### src/rtl/wr_addr_gen_pkg.sv
// Shared LSTM buffer constants: default widths, matrix geometry and the
// write-generator state encoding.
package wr_addr_gen_pkg;
   localparam int LSTM_ADDR_WIDTH = 12;
   localparam int LSTM_DATA_WIDTH = 16;
   localparam int LSTM_NUM_COLS   = 53;
   localparam int LSTM_NUM_ROWS   = 4;
   localparam int LSTM_ROW_STRIDE = 64;
   localparam int LSTM_BASE       = 0;

   typedef enum logic {
      IDLE = 1'b0,
      FILL = 1'b1
   } state_t;
endpackage

### src/rtl/wr_addr_gen_if.sv
// Result stream in, RAM write port out; slave side is the address generator.
interface wr_addr_gen_if
   import wr_addr_gen_pkg::*;
#(
   parameter int ADDR_WIDTH = LSTM_ADDR_WIDTH,
   parameter int DATA_WIDTH = LSTM_DATA_WIDTH
);
   logic                  en;
   logic                  i_clr;
   logic                  i_valid;
   logic [DATA_WIDTH-1:0] i_data;
   logic [ADDR_WIDTH-1:0] o_addr;
   logic [DATA_WIDTH-1:0] o_data;
   logic                  o_we;
   logic                  o_busy;
   logic                  o_done;

   modport master (output en, i_clr, i_valid, i_data,
                   input  o_addr, o_data, o_we, o_busy, o_done);
   modport slave  (input  en, i_clr, i_valid, i_data,
                   output o_addr, o_data, o_we, o_busy, o_done);
endinterface

### src/rtl/wr_addr_gen_rc_counter.sv
// Row/column walker over a strided row-major matrix; row start address is
// accumulated rather than multiplied.
module rc_counter #(
   parameter int ADDR_WIDTH = 12,
   parameter int NUM_COLS   = 53,
   parameter int NUM_ROWS   = 4,
   parameter int ROW_STRIDE = 64,
   parameter int BASE       = 0
) (
   input  logic                  clk,
   input  logic                  rst,
   input  logic                  clr_i,
   input  logic                  step_i,
   output logic [ADDR_WIDTH-1:0] ptr_o,
   output logic                  wrap_o
);
   localparam int CW = (NUM_COLS > 1) ? $clog2(NUM_COLS) : 1;
   localparam int RW = (NUM_ROWS > 1) ? $clog2(NUM_ROWS) : 1;

   logic [CW-1:0]         col_q, col_d;
   logic [RW-1:0]         row_q, row_d;
   logic [ADDR_WIDTH-1:0] base_q, base_d;
   logic                  col_last, row_last;

   assign col_last = (col_q == CW'(NUM_COLS - 1));
   assign row_last = (row_q == RW'(NUM_ROWS - 1));
   assign wrap_o   = col_last && row_last;
   assign ptr_o    = base_q + ADDR_WIDTH'(col_q);

   always_comb begin
      col_d  = col_q;
      row_d  = row_q;
      base_d = base_q;
      if (clr_i || (step_i && wrap_o)) begin
         col_d  = '0;
         row_d  = '0;
         base_d = ADDR_WIDTH'(BASE);
      end else if (step_i) begin
         if (!col_last) begin
            col_d = col_q + 1'b1;
         end else begin
            col_d  = '0;
            row_d  = row_q + 1'b1;
            base_d = base_q + ADDR_WIDTH'(ROW_STRIDE);
         end
      end
   end

   always_ff @(posedge clk or posedge rst) begin
      if (rst) begin
         col_q  <= '0;
         row_q  <= '0;
         base_q <= ADDR_WIDTH'(BASE);
      end else begin
         col_q  <= col_d;
         row_q  <= row_d;
         base_q <= base_d;
      end
   end
endmodule

### src/rtl/wr_addr_gen.sv
// Write-side address generator: registers each accepted result into a
// row-major RAM and flags the last write of every matrix.
module wr_addr_gen
   import wr_addr_gen_pkg::*;
#(
   parameter int ADDR_WIDTH = LSTM_ADDR_WIDTH,
   parameter int DATA_WIDTH = LSTM_DATA_WIDTH,
   parameter int NUM_COLS   = LSTM_NUM_COLS,
   parameter int NUM_ROWS   = LSTM_NUM_ROWS,
   parameter int ROW_STRIDE = LSTM_ROW_STRIDE,
   parameter int BASE       = LSTM_BASE
) (
   input  logic          clk,
   input  logic          rst,
   wr_addr_gen_if.slave  bus
);
   state_t                state_q, state_d;
   logic                  accept, clr, last;
   logic [ADDR_WIDTH-1:0] ptr;
   logic [ADDR_WIDTH-1:0] addr_q;
   logic [DATA_WIDTH-1:0] data_q;
   logic                  we_q, done_q;

   assign clr    = bus.en && bus.i_clr;
   assign accept = bus.en && !bus.i_clr && bus.i_valid;

   rc_counter #(
      .ADDR_WIDTH (ADDR_WIDTH),
      .NUM_COLS   (NUM_COLS),
      .NUM_ROWS   (NUM_ROWS),
      .ROW_STRIDE (ROW_STRIDE),
      .BASE       (BASE)
   ) u_rc (
      .clk    (clk),
      .rst    (rst),
      .clr_i  (clr),
      .step_i (accept),
      .ptr_o  (ptr),
      .wrap_o (last)
   );

   // With a 1x1 matrix every accept is the last one, so FILL is never entered.
   always_comb begin
      state_d = state_q;
      if (clr)         state_d = IDLE;
      else if (accept) state_d = last ? IDLE : FILL;
   end

   always_ff @(posedge clk or posedge rst) begin
      if (rst) begin
         state_q <= IDLE;
         addr_q  <= '0;
         data_q  <= '0;
         we_q    <= 1'b0;
         done_q  <= 1'b0;
      end else begin
         state_q <= state_d;
         we_q    <= accept;
         done_q  <= accept && last;
         if (accept) begin
            addr_q <= ptr;
            data_q <= bus.i_data;
         end
      end
   end

   assign bus.o_addr = addr_q;
   assign bus.o_data = data_q;
   assign bus.o_we   = we_q;
   assign bus.o_done = done_q;
   assign bus.o_busy = (state_q == FILL);
endmodule

### src/flat_wrapper.sv
// flat-port wrapper written by rule: the top's interface ports become plain ports
module wr_addr_gen_flat import wr_addr_gen_pkg::*;
#(
   parameter int ADDR_WIDTH = LSTM_ADDR_WIDTH,
   parameter int DATA_WIDTH = LSTM_DATA_WIDTH,
   parameter int NUM_COLS   = LSTM_NUM_COLS,
   parameter int NUM_ROWS   = LSTM_NUM_ROWS,
   parameter int ROW_STRIDE = LSTM_ROW_STRIDE,
   parameter int BASE       = LSTM_BASE
)
  (clk, rst, bus_en, bus_i_clr, bus_i_valid, bus_i_data, bus_o_addr, bus_o_data, bus_o_we, bus_o_busy, bus_o_done);
  wr_addr_gen_if #(.ADDR_WIDTH(ADDR_WIDTH), .DATA_WIDTH(DATA_WIDTH)) bus_i ();
  input  logic clk;
  input  logic rst;
  input wire logic [$bits(bus_i.en)-1:0] bus_en;
  input wire logic [$bits(bus_i.i_clr)-1:0] bus_i_clr;
  input wire logic [$bits(bus_i.i_valid)-1:0] bus_i_valid;
  input wire logic [$bits(bus_i.i_data)-1:0] bus_i_data;
  output wire logic [$bits(bus_i.o_addr)-1:0] bus_o_addr;
  output wire logic [$bits(bus_i.o_data)-1:0] bus_o_data;
  output wire logic [$bits(bus_i.o_we)-1:0] bus_o_we;
  output wire logic [$bits(bus_i.o_busy)-1:0] bus_o_busy;
  output wire logic [$bits(bus_i.o_done)-1:0] bus_o_done;
  assign bus_i.en = bus_en;
  assign bus_i.i_clr = bus_i_clr;
  assign bus_i.i_valid = bus_i_valid;
  assign bus_i.i_data = bus_i_data;
  assign bus_o_addr = bus_i.o_addr;
  assign bus_o_data = bus_i.o_data;
  assign bus_o_we = bus_i.o_we;
  assign bus_o_busy = bus_i.o_busy;
  assign bus_o_done = bus_i.o_done;
  wr_addr_gen #(.ADDR_WIDTH(ADDR_WIDTH), .DATA_WIDTH(DATA_WIDTH), .NUM_COLS(NUM_COLS), .NUM_ROWS(NUM_ROWS), .ROW_STRIDE(ROW_STRIDE), .BASE(BASE)) u_core (.clk(clk), .rst(rst), .bus(bus_i));
endmodule
### config.mk
export PLATFORM = sky130hd
export DESIGN_NAME = wr_addr_gen_flat
export DESIGN_NICKNAME = d
export VERILOG_FILES = /design/src/rtl/wr_addr_gen_pkg.sv /design/src/rtl/wr_addr_gen_if.sv /design/src/rtl/wr_addr_gen_rc_counter.sv /design/src/rtl/wr_addr_gen.sv /design/src/flat_wrapper.sv
export SDC_FILE = /design/constraint.sdc
export NUM_CORES = 1
export LEC_CHECK = 0
export BUFFER_PORTS_ARGS = -buffer_cell sky130_fd_sc_hd__buf_2
export CAP_MARGIN = 20
export CORE_ASPECT_RATIO = 1.1
export CORE_UTILIZATION = 40
export CTS_BUF_LIST = sky130_fd_sc_hd__clkbuf_8
export DETAILED_ROUTE_END_ITERATION = 12
export GPL_ROUTABILITY_DRIVEN = 1
export PLACE_DENSITY = 0.73
export SLEW_MARGIN = 20
export SYNTH_ARGS = -nofsm -noshare
export SYNTH_HDL_FRONTEND = slang
export SYNTH_SLANG_ARGS = --single-unit
### constraint.sdc
create_clock -name clk -period 4.65 [get_ports clk]
set_input_delay 0.93 -clock clk [delete_from_list [all_inputs] [get_ports clk]]
set_output_delay 0.93 -clock clk [all_outputs]
set_load 0.01 [all_outputs]
==> impl_metrics.py <==
metrics = {
    "floorplan": {
        "dieHeight_um": 76.0,
        "core.rowCount": 26,
        "initial_core_util_pct": 42.2,
        "die_w_um": 69.3,
        "fp.coreArea_mm2": 0.00472,
        "ios": 52,
        "die_area_mm2": 0.00526,
    },
    "synthesis": {
        "synth-seq-cells": 45,
        "synth_edf_count": 0,
        "synth_most_common_cell": "nand2_1",
        "async_flop_share_pct": 100,
        "seq_area_frac_synth_pct": 56.6,
        "yosys.area.top_type": "dfrtp_1",
        "synth_flop_cell": "dfrtp_1",
        "ys.warnings.count": 0,
        "synth_area_mm2": 0.00199,
        "synthTopCellsByArea": "dfrtp_1, nand2_1, ha_1",
        "synth_cells": 209,
        "synth_common_cells": "nand2_1, dfrtp_1, o21ai_0, o21ai_1, buf_2",
        "synth.top_cell.area_share_pct": 56.6,
        "avgSynthCellArea_um2": 9.52,
        "synth.net_count": 235,
        "ys_types": 34,
    },
    "sta": {
        "fmax_ghz": 0.400,
        "finalHoldViolCount": 0,
        "worst_pin_slew_ns": 0.994,
        "tns_ns": 0,
        "skew_ns": 0.00810,
        "min_period_over_period_pct": 53.8,
        "slew_headroom_pct": 33.5,
        "period_minus_slack_ns": 2.50,
        "rsz0062_at_grt": "no",
        "finalMaxSlewViolations": 0,
        "setup_violations": 0,
    },
    "setup_path": {
        "crit_path_end_kind": "flip-flop",
        "worstPathRequired_ns": 4.89,
        "path_class": "in2reg",
        "arrival_ns": 2.74,
        "path_max_fanout": 28,
        "crit_path_start_kind": "input port",
    },
    "detailed_routing": {
        "ant_nets": 0,
        "wl_mm": 3.91,
        "vias": 1519,
        "via_per_inst": 4.81,
        "drc_errors": 0,
        "dr.pass1.iters": 4,
        "drtIter0Drc": 92,
        "post_drt_wl_per_cell_um": 12.4,
    },
    "pwr": {
        "intPower_mw": 0.565,
        "p_leak_nw": 1.25,
        "pwr-share-comb_pct": 13.5,
        "switching_power_mw": 0.209,
        "p_clk_share_pct": 30.0,
        "cellPowerDensity_mw_per_mm2": 330,
        "worst_ir_drop_vdd_uv": 126,
        "pwr-share-seq_pct": 56.4,
        "p_sw_share_pct": 27.0,
    },
    "cts": {
        "cts_tree": "done",
        "post_cts_buffers": 0,
        "cts_root_buf": "clkbuf_8",
        "clk_latency_ns": 0.30,
        "cts_buffer_depth": 2,
        "cts_sinks": 45,
        "clk_pin_slew_ns": 0.08,
        "htreeDepth": 2,
        "cts_resized": 0,
        "hold_buffers": 0,
        "numCtsBuffers": 5,
    },
    "finish": {
        "layout-drive-gt1-share_pct": 24.6,
        "seq_area_mm2": 0.00113,
        "syn_to_final_growth_pct": 17.9,
        "design_area_mm2": 0.00235,
        "utilization_pct": 49.8,
        "multi_input_area_um2": 786,
        "fillers": 461,
        "antenna_cells": 0,
        "fin_nets": 285,
        "instances_no_fill": 316,
    },
    "placement": {
        "dp_hpwl_mm": 2.70,
        "dp_cells": 308,
        "numPortBuffers": 51,
        "finalWeightedCongestion": 0.790,
        "placed_area_mm2": 0.00226,
    },
    "grt": {
        "grt-ovfl-total": 0,
        "grt_max_degree": 46,
        "grt_util_all_layers_pct": 16.8,
        "grt_pass1_vias": 1537,
        "grt_pass1_wl_mm": 6.98,
        "antenna_found_initial": 0,
    },
    "min_path": {
        "hold_path.class": "reg2reg",
    },
    "status": {
        "outcome": "completed",
    },
    "job": {
        "maxCapViolations": 0,
    },
}
==> layout by cell type, fill, tap and decap left out, types with 3 or more instances in the layout <==
master,count
xor2_1,3
clkbuf_8,5
nor3_1,5
o31ai_1,3
o21ai_0,7
ha_1,5
dfrtp_1,45
inv_1,5
a22o_1,4
buf_2,51
nand2_1,82
nor2_1,5
nand3_1,3
o21ai_1,7
xnor2_1,5
==> critical path: stages <==
cell	delay, ns
buf_2	0.16
nand3b_1	0.76
inv_2	0.65
a32o_1	0.24
==> path summary, 6_finish.rpt <==
path	from	end	slack, ns	cells past startpoint
setup reg to reg	u_core.u_rc.col_q[1]$_DFFE_PP0P_	u_core.u_rc.row_q[1]$_DFFE_PP0P_	2.96	6
hold reg to reg	u_core.bus.o_data[1]$_DFFE_PP0P_	u_core.bus.o_data[1]$_DFFE_PP0P_	0.47	2
min in group asynchronous	rst	u_core.bus.o_data[14]$_DFFE_PP0P_	0.83	2
max in group asynchronous	rst	u_core.u_rc.row_q[0]$_DFFE_PP0P_	3.23	2
hold / removal	u_core.bus.o_data[1]$_DFFE_PP0P_	u_core.bus.o_data[1]$_DFFE_PP0P_	0.47	2
setup / recovery	bus_i_clr	u_core.u_rc.col_q[1]$_DFFE_PP0P_	2.15	4
==> routing by layer <==
layer,wire [um],vias to the layer above,global-route usage (%)
met5,0,-,0
met3,230,4,4.37
met2,1770,57,26.6
met4,82,0,8.57
li1,-,788,-
met1,1830,670,21.1
==> cells by family (layout without fill, tap and decap cells) <==
logic type	Yosys count	count (layout)	share of synthesized area [%]
and+or+nand+nor	107	107	22.6
DFF	45	45	56.6
AOI/OAI and AO/OA	29	29	9.99
buffers and inverters	14	65	3.96
xor gates and xnor gates	8	8	3.52
adders and majority gates	5	5	3.14
other	1	1	0.188
==> flip-flops by register name (all words and copies together) (netlist names) <==
name / cells
u_core.bus.o_addr: 12
u_core.bus.o_done: 1
u_core.bus.o_data: 16
u_core.u_rc.base_q: 6
u_core.bus.o_we: 1
u_core.bus.o_busy: 1
u_core.u_rc.row_q: 2
u_core.u_rc.col_q: 6
==> power groups by stage <==
| stage | Combinational, mW | Sequential [mW] | Clock, mW |
|---|---|---|---|
| after floorplan | 0.0475 | 0.458 | 0 |
| after global placement | 0.105 | 0.445 | 0 |
| after detailed placement | 0.107 | 0.445 | 0 |
| after CTS | 0.107 | 0.437 | 0.240 |
| after global routing | 0.121 | 0.441 | 0.257 |
| final | 0.105 | 0.437 | 0.233 |
==> through the flow <==
step,setup slack (ns),hold WS [ns],power (mW)
after floorplan,2.66,0.450,0.505
after global placement,1.85,0.452,0.550
after detailed placement,1.78,0.457,0.552
after CTS,2.09,0.478,0.784
after global routing,1.91,0.500,0.819
final,2.15,0.472,0.774
==> final cells by class <==
type | count | area share (%)
inverter | 5 | 0.800
clock inverter | 3 | 0.640
multi-input combinational | 150 | 33.5
tap | 56 | 2.99
timing repair buffer | 52 | 11.2
sequential | 45 | 48.0
clock buffer | 5 | 2.93
No activity file was read; power rests on OpenSTA's default activity.
